<file path="src/rtl/sys1_video_timing.sv">
// sys1_video_timing: SEGA System 1/2 raster timing, 6 MHz pixel enable and blank-gated RGB pipeline
// Sync offsets are latched at the frame wrap so a sync pulse never changes width mid-frame.
module sys1_video_timing #(
    parameter int H_TOTAL  = 384,
    parameter int H_ACTIVE = 256,
    parameter int HS_START = 288,
    parameter int HS_WIDTH = 32,
    parameter int V_TOTAL  = 264,
    parameter int V_ACTIVE = 224,
    parameter int VS_START = 236,
    parameter int VS_WIDTH = 3
) (
    input  logic       clk48M,
    input  logic       reset,
    input  logic [3:0] HOFS,
    input  logic [3:0] VOFS,
    input  logic [7:0] POUT,
    output logic       CE_PIX,
    output logic [8:0] PH,
    output logic [8:0] PV,
    output logic       HBLK,
    output logic       VBLK,
    output logic       HSYNC,
    output logic       VSYNC,
    output logic [2:0] R,
    output logic [2:0] G,
    output logic [1:0] B
);
    logic [2:0] r_div;
    logic [8:0] r_ph;
    logic [8:0] r_pv;
    logic [3:0] r_hofs;
    logic [3:0] r_vofs;
    logic       w_hend;
    logic       w_vend;
    logic       w_hb;
    logic       w_vb;
    logic       w_hs;
    logic       w_vs;
    logic [9:0] w_ph;
    logic [9:0] w_pv;
    logic [9:0] w_hs_lo;
    logic [9:0] w_vs_lo;

    assign CE_PIX  = r_div == 3'd7;
    assign PH      = r_ph;
    assign PV      = r_pv;
    assign w_hend  = r_ph == 9'(H_TOTAL - 1);
    assign w_vend  = r_pv == 9'(V_TOTAL - 1);
    assign w_ph    = {1'b0, r_ph};
    assign w_pv    = {1'b0, r_pv};
    assign w_hb    = r_ph >= 9'(H_ACTIVE);
    assign w_vb    = r_pv >= 9'(V_ACTIVE);
    // Windows are compared in 10 bits so a negative offset never wraps around zero.
    assign w_hs_lo = 10'(HS_START) + {{6{r_hofs[3]}}, r_hofs};
    assign w_vs_lo = 10'(VS_START) + {{6{r_vofs[3]}}, r_vofs};
    assign w_hs    = (w_ph >= w_hs_lo) && (w_ph < w_hs_lo + 10'(HS_WIDTH));
    assign w_vs    = (w_pv >= w_vs_lo) && (w_pv < w_vs_lo + 10'(VS_WIDTH));

    always_ff @(posedge clk48M) begin
        if (reset) begin
            r_div  <= 3'd0;
            r_ph   <= 9'd0;
            r_pv   <= 9'd0;
            r_hofs <= 4'd0;
            r_vofs <= 4'd0;
            HBLK   <= 1'b0;
            VBLK   <= 1'b0;
            HSYNC  <= 1'b0;
            VSYNC  <= 1'b0;
            R      <= 3'd0;
            G      <= 3'd0;
            B      <= 2'd0;
        end else begin
            r_div <= r_div + 3'd1;
            if (CE_PIX) begin
                r_ph  <= w_hend ? 9'd0 : r_ph + 9'd1;
                if (w_hend) r_pv <= w_vend ? 9'd0 : r_pv + 9'd1;
                if (w_hend && w_vend) begin
                    r_hofs <= HOFS;
                    r_vofs <= VOFS;
                end
                HBLK  <= w_hb;
                VBLK  <= w_vb;
                HSYNC <= w_hs;
                VSYNC <= w_vs;
                {B, G, R} <= (w_hb || w_vb) ? 8'd0 : POUT;
            end
        end
    end
endmodule

</file>
<file path="config.mk">
export PLATFORM = sky130hd
export DESIGN_NAME = sys1_video_timing
export DESIGN_NICKNAME = d
export VERILOG_FILES = /design/src/rtl/sys1_video_timing.sv
export SDC_FILE = /design/constraint.sdc
export NUM_CORES = 1
export LEC_CHECK = 0
export BUFFER_PORTS_ARGS = -buffer_cell sky130_fd_sc_hd__buf_2
export CAP_MARGIN = 20
export CORE_ASPECT_RATIO = 1.75
export CORE_MARGIN = 5
export CORE_UTILIZATION = 35
export DETAILED_ROUTE_END_ITERATION = 6
export PLACE_DENSITY = 0.65
export SLEW_MARGIN = 20
export SYNTH_ARGS = -nofsm -noshare
export SYNTH_HDL_FRONTEND = slang
export SYNTH_SLANG_ARGS = --single-unit
</file>
<file path="constraint.sdc">
create_clock -name clk48M -period 2.45 [get_ports clk48M]
set_clock_uncertainty 0.15 [all_clocks]
set_input_delay 0.1225 -clock clk48M [delete_from_list [all_inputs] [get_ports clk48M]]
set_output_delay 0.1225 -clock clk48M [all_outputs]
set_load 0.03 [all_outputs]
</file>
==> Word level (Yosys, flattened, before mapping) <==
Cells that the tools add are included.
{ "op_classes": {"add_sub_neg": 7, "n_mul": 0, "n_div": 0, "order_cmp": 6, "eq_ne": 3, "n_shift": 0, "n_mux": 3, "bitwise_logic": 0, "reduce_logical": 6} }
{ "op_table": {"columns": ["op", "count"], "rows": [
  [">= comparator 9 x 10 -> 1 bit", 2],
  ["< comparator 9 x 10 -> 1 bit", 2],
  ["adder 9 x 1 -> 9 bit, second input constant", 2],
  ["equality test 9 bit, second input constant", 2],
  ["2-to-1 mux 9 bit", 2],
  ["adder 10 x 2 -> 10 bit, second input constant", 1],
  ["adder 10 x 6 -> 10 bit, second input constant", 1],
  ["adder 9 x 10 -> 10 bit, first input constant", 1],
  ["adder 9 x 4 -> 10 bit, first input constant", 1],
  [">= comparator 9 x 8 -> 1 bit, second input constant", 1],
  [">= comparator 9 bit, second input constant", 1],
  ["2-to-1 mux 8 bit", 1],
  ["AND reduction 2 bit", 2],
  ["adder 3 x 1 -> 3 bit, second input constant", 1],
  ["equality test 3 bit, second input constant", 1],
  ["logical AND 1 bit", 3],
  ["logical OR 1 bit", 1]
]} }
{ "totals": {"regBits": 41, "latchBits": 0, "ramBits": 0, "rom_bits": 0, "input_bits": 18, "wordCells": 37, "memories": 0} }

==> Longest topological paths before layout <==
{ "logic_depth": {"depth_word": 4, "mapped_depth": 11} }

==> Worst setup path after synthesis <==
No wires, ideal clock.
{ "synth_path": {"path_type": "reg-to-reg", "start": "register r_vofs[2]", "end": "register VSYNC", "setup_time_ns": 0.086, "t_arrival_ns": 2.053, "t_required_ns": 2.214, "setup_slack_ns": 0.161, "stages_incl_launch_ff": 12, "path_buffers": 0, "cell_sequence": "dfxtp_1 > inv_1 > ha_1 > nor2b_1 > ha_1 > inv_1 > ha_1 > nand2_1 > nor3_1 > a2111oi_0 > o21ai_0 > a211oi_1"} }
{ "synth_via": {"elab_chain_cells": 4, "word_cells_on_any_way": 5, "cone_classes": "add/sub (2); order compare (2); reduce/logical (1)"} }
{ "synth_lines": {"columns": ["item", "line", "source"], "rows": [
  ["start, declared", "33", "logic [3:0] r_vofs;"],
  ["start signal, assigned", "66", "r_vofs <= 4'd0;"],
  ["start signal, assigned", "81", "r_vofs <= VOFS;"],
  ["adder 9 x 4 -> 10 bit (*)", "56", "assign w_vs_lo = 10'(VS_START) + {{6{r_vofs[3]}}, r_vofs};"],
  ["adder 10 x 2 -> 10 bit", "58", "assign w_vs = (w_pv >= w_vs_lo) && (w_pv < w_vs_lo + 10'(VS_WIDTH));"],
  ["< comparator 9 x 10 -> 1 bit", "58", null],
  ["logical AND 1 bit (*)", "58", null],
  ["end signal, assigned", "86", "VSYNC <= w_vs;"],
  ["end, declared", "24", "output logic VSYNC,"]
]} }
Mark *: on every way between the ends. The rest lies on a longest branch, timed or not.
A chain may end at the register's enable or synchronous reset.

==> Final worst setup path <==
{ "layout_path": {"start": "register r_vofs[1]", "end": "register VSYNC"} }
Same word-level chain as after synthesis.

==> flow_summary_export.csv <==
group,metric,value,unit
place,gp_congestion,0.794,
clock_network,cts.sinks,41,
global_route,grt_antenna_before_repair,0,
floorplan,io_pins,49,
power,peakVddDrop,0.000366,V
clock_network,path_clk_slew,60,ps
global_route,grt_use_total,0.143,
place,dpl.hpwl,4250,um
timing,setup_viol,0,
synth,seq_area_frac_synth,0.359,
timing,drv_slew,0,
synth,synth_cell_types,40,
power,finalPower,1500,uW
cells_and_area,layout.nets,377,
synth,syn_area,0.00228,mm^2
clock_network,clk_latency,290,ps
drt,vias_per_cell,4.91,
setup_path,cp.required,2440,ps
setup_path,endpoint_kind,"flop",
synth,syn_avg_cell_area,8.92,um^2
hold_path,hp-start,"reset",
drt,drtIter0Drc,43,
floorplan,die-area,0.00831,mm^2
floorplan,die_w,71.1,um
hold_path,min_to,"B[1]",
setup_path,arrival,2250,ps
clock_network,root_buffer,"clkbuf_16",
synth,syn_nets,306,
global_route,met3_usage,0.0333,
clock_network,h-tree-depth,2,
drt,dr.pass1.iters,4,
hold_path,hold_path.class,"in2reg",
clock_network,cts_tree,"built",
floorplan,rows,39,
place,numPortBuffers,48,
cells_and_area,drive_gt1_frac,0.235,
global_route,grt_use_met2,0.276,
job,maxCapViolCount,0,
timing,fin_ws,190,ps
timing,rsz0062_at_grt,"no",
synth,synth_edf_count,0,
drt,ant_nets,0,
drt,dr_total_vias,2012,
cells_and_area,fill_cells,658,
timing,clock.fmax,0.442,GHz
timing,hold_viol_final,0,
place,dp_slack,-24.3,ps
timing,slew_headroom,0.573,
cells_and_area,area_delta_synth_final,33.0,%
power,p_per_area,495,mW/mm^2
global_route,grt.busiest_layer,"met2",
setup_path,path_max_fanout,3,
drt,drc_errors,0,
floorplan,core,0.00644,mm^2
setup_path,r2r_slack,190,ps
floorplan,initial_core_util,0.355,
synth,ys.flop_type,"dfxtp_1",
cells_and_area,final_core_util,0.472,
synth,ys_seq_elements,41,
global_route,grt_pass1_wl,9320,um
global_route,grt_max_degree,35,
setup_path,path_class,"reg2reg",
timing,fin_tns_setup,0,ps
timing,finalCritPeriodShare,0.923,
global_route,grt_pass1_vias,2049,
status,status,"completed",
hold_path,min_delay_path_depth,2,
clock_network,clock_path_buffers,2,
drt,wl_per_cell,13.8,um
setup_path,r2r-start,"r_vofs[1]",
setup_path,timing.rr.end,"VSYNC",
cells_and_area,antenna_cells,0,
setup_path,cp-start-kind,"flop",
clock_network,cts_inserted_buffers,5,
floorplan,chipHeight,117,um
synth,yosysWarnings,0,
timing,worst_pin_slew,641,ps
synth,synthCells,256,
global_route,use_met1,0.144,
power,p_leak,0.00133,uW
clock_network,post_cts_buffers,0,
setup_path,reg2reg_depth,11,
timing,min_period,2260,ps
drt,wl,5670,um
synth,async_flop_share,0,
global_route,overflow,0,
[how the worst max path moves through the flow]
stage                     startpoint     to  slack (ps)  depth (start not counted)
after global routing       r_vofs[2]  VSYNC          10                         10
after floorplan            r_vofs[2]  VSYNC         160                         11
final                      r_vofs[1]  VSYNC         190                         11
after global placement     r_vofs[0]  VSYNC          70                         11
after detailed placement   r_vofs[0]  VSYNC         -20                         11
after CTS                  r_vofs[2]  VSYNC          10                          9
[per-layer routing]
metal  wire length, um  vias up  part of all wire
li1                  -     1020                 -
met2              3090       41              0.54
met3               251        8             0.044
met5                 0        -                 0
met1              2220      943              0.39
met4               107        0             0.019
[power by group]
| group | leakage, uW | internal [uW] | total (uW) | switching [uW] |
|---|---|---|---|---|
| sequential | 0.000331 | 671 | 673 | 1.99 |
| clock | 0.0000841 | 509 | 774 | 265 |
| combinational | 0.000910 | 32.5 | 57.5 | 25.0 |
[synth_stat cells (2+ instances only)]
cell type | number | area, um^2
a21o_1 | 2 | 15.0
a21oi_1 | 10 | 50.1
a22oi_1 | 8 | 60.1
buf_4 | 2 | 15.0
clkbuf_1 | 5 | 18.8
dfxtp_1 | 41 | 821
ha_1 | 32 | 400
inv_1 | 16 | 60.1
mux2i_1 | 12 | 120
nand2_1 | 18 | 67.6
nand3_1 | 7 | 35.0
nand4_1 | 4 | 25.0
nor2_1 | 40 | 150
nor2b_1 | 6 | 37.5
nor3_1 | 9 | 45.0
nor4_1 | 2 | 12.5
o21ai_0 | 5 | 25.0
xnor2_1 | 7 | 61.3
xor2_1 | 9 | 78.8
[critical path: stages, from the launching register on]
cell and delay [ps]:
dfxtp_1 370, inv_1 70, ha_1 210, nor2b_2 150
ha_1 150, inv_1 60, ha_4 290, nand3_2 80
nor3_1 320, a2111oi_4 70, o21ai_1 100, a211oi_1 80
[repair_timing]
| action | in CTS | in global routing |
|---|---|---|
| setup endpoints to repair | 1 | 1 |
| endpoints found under the hold margin | 16 | 0 |
| gates resized for setup | 2 | 9 |
| hold buffers | 16 | 0 |
| pin swaps | 0 | 4 |
[state kept, by name, indices dropped and copies added, names as in the netlist]
register	cells
PV	9
B	2
r_vofs	4
HBLK	1
r_div	3
VBLK	1
G	3
R	3
VSYNC	1
PH	9
HSYNC	1
r_hofs	4
[through the flow]
stage               instance area (um^2)  instances  hold WS [ps]
floorplan                           2280        256           117
detailed placement                  2650        386           215
finish                              3040        410           192
global placement                    2650        386           202
global route                        3040        410           239
CTS                                 2980        410           210
[kinds of logic after synthesis]
logic type	synth area share
xor gates and xnor gates	0.0613
adders and majority gates	0.175
and+or+nand+nor	0.206
muxes	0.0526
buffers and inverters	0.0482
DFF	0.359
AOI/OAI and AO/OA	0.0975
[final cells by class]
| cell class | count | area [um^2] | share of cell area |
|---|---|---|---|
| multi-input cells | 190 | 1410 | 0.465 |
| flip-flops and latches | 41 | 822 | 0.271 |
| repair buffers | 73 | 468 | 0.154 |
| clock buffers | 7 | 143 | 0.0470 |
| well taps | 82 | 103 | 0.0338 |
| inverters | 16 | 60.1 | 0.0198 |
| clock inverters | 1 | 30.0 | 0.00988 |
[placed cells by master, fill, tap and decap left out, types with 5 or more instances in the layout]
master / Yosys / final
nand3_1: 7 / 6
a22oi_1: 8 / 8
nor2_1: 40 / 40
clkbuf_16: 0 / 5
nand2_1: 18 / 18
dfxtp_1: 41 / 40
nor3_1: 9 / 8
xor2_1: 9 / 9
mux2i_1: 12 / 12
a21oi_1: 10 / 10
dlygate4sd3_1: 0 / 16
ha_1: 32 / 29
buf_4: 2 / 9
xnor2_1: 7 / 7
inv_1: 16 / 16
buf_2: 1 / 48
nor2b_1: 6 / 5
No activity file was read; power rests on OpenSTA's default activity.
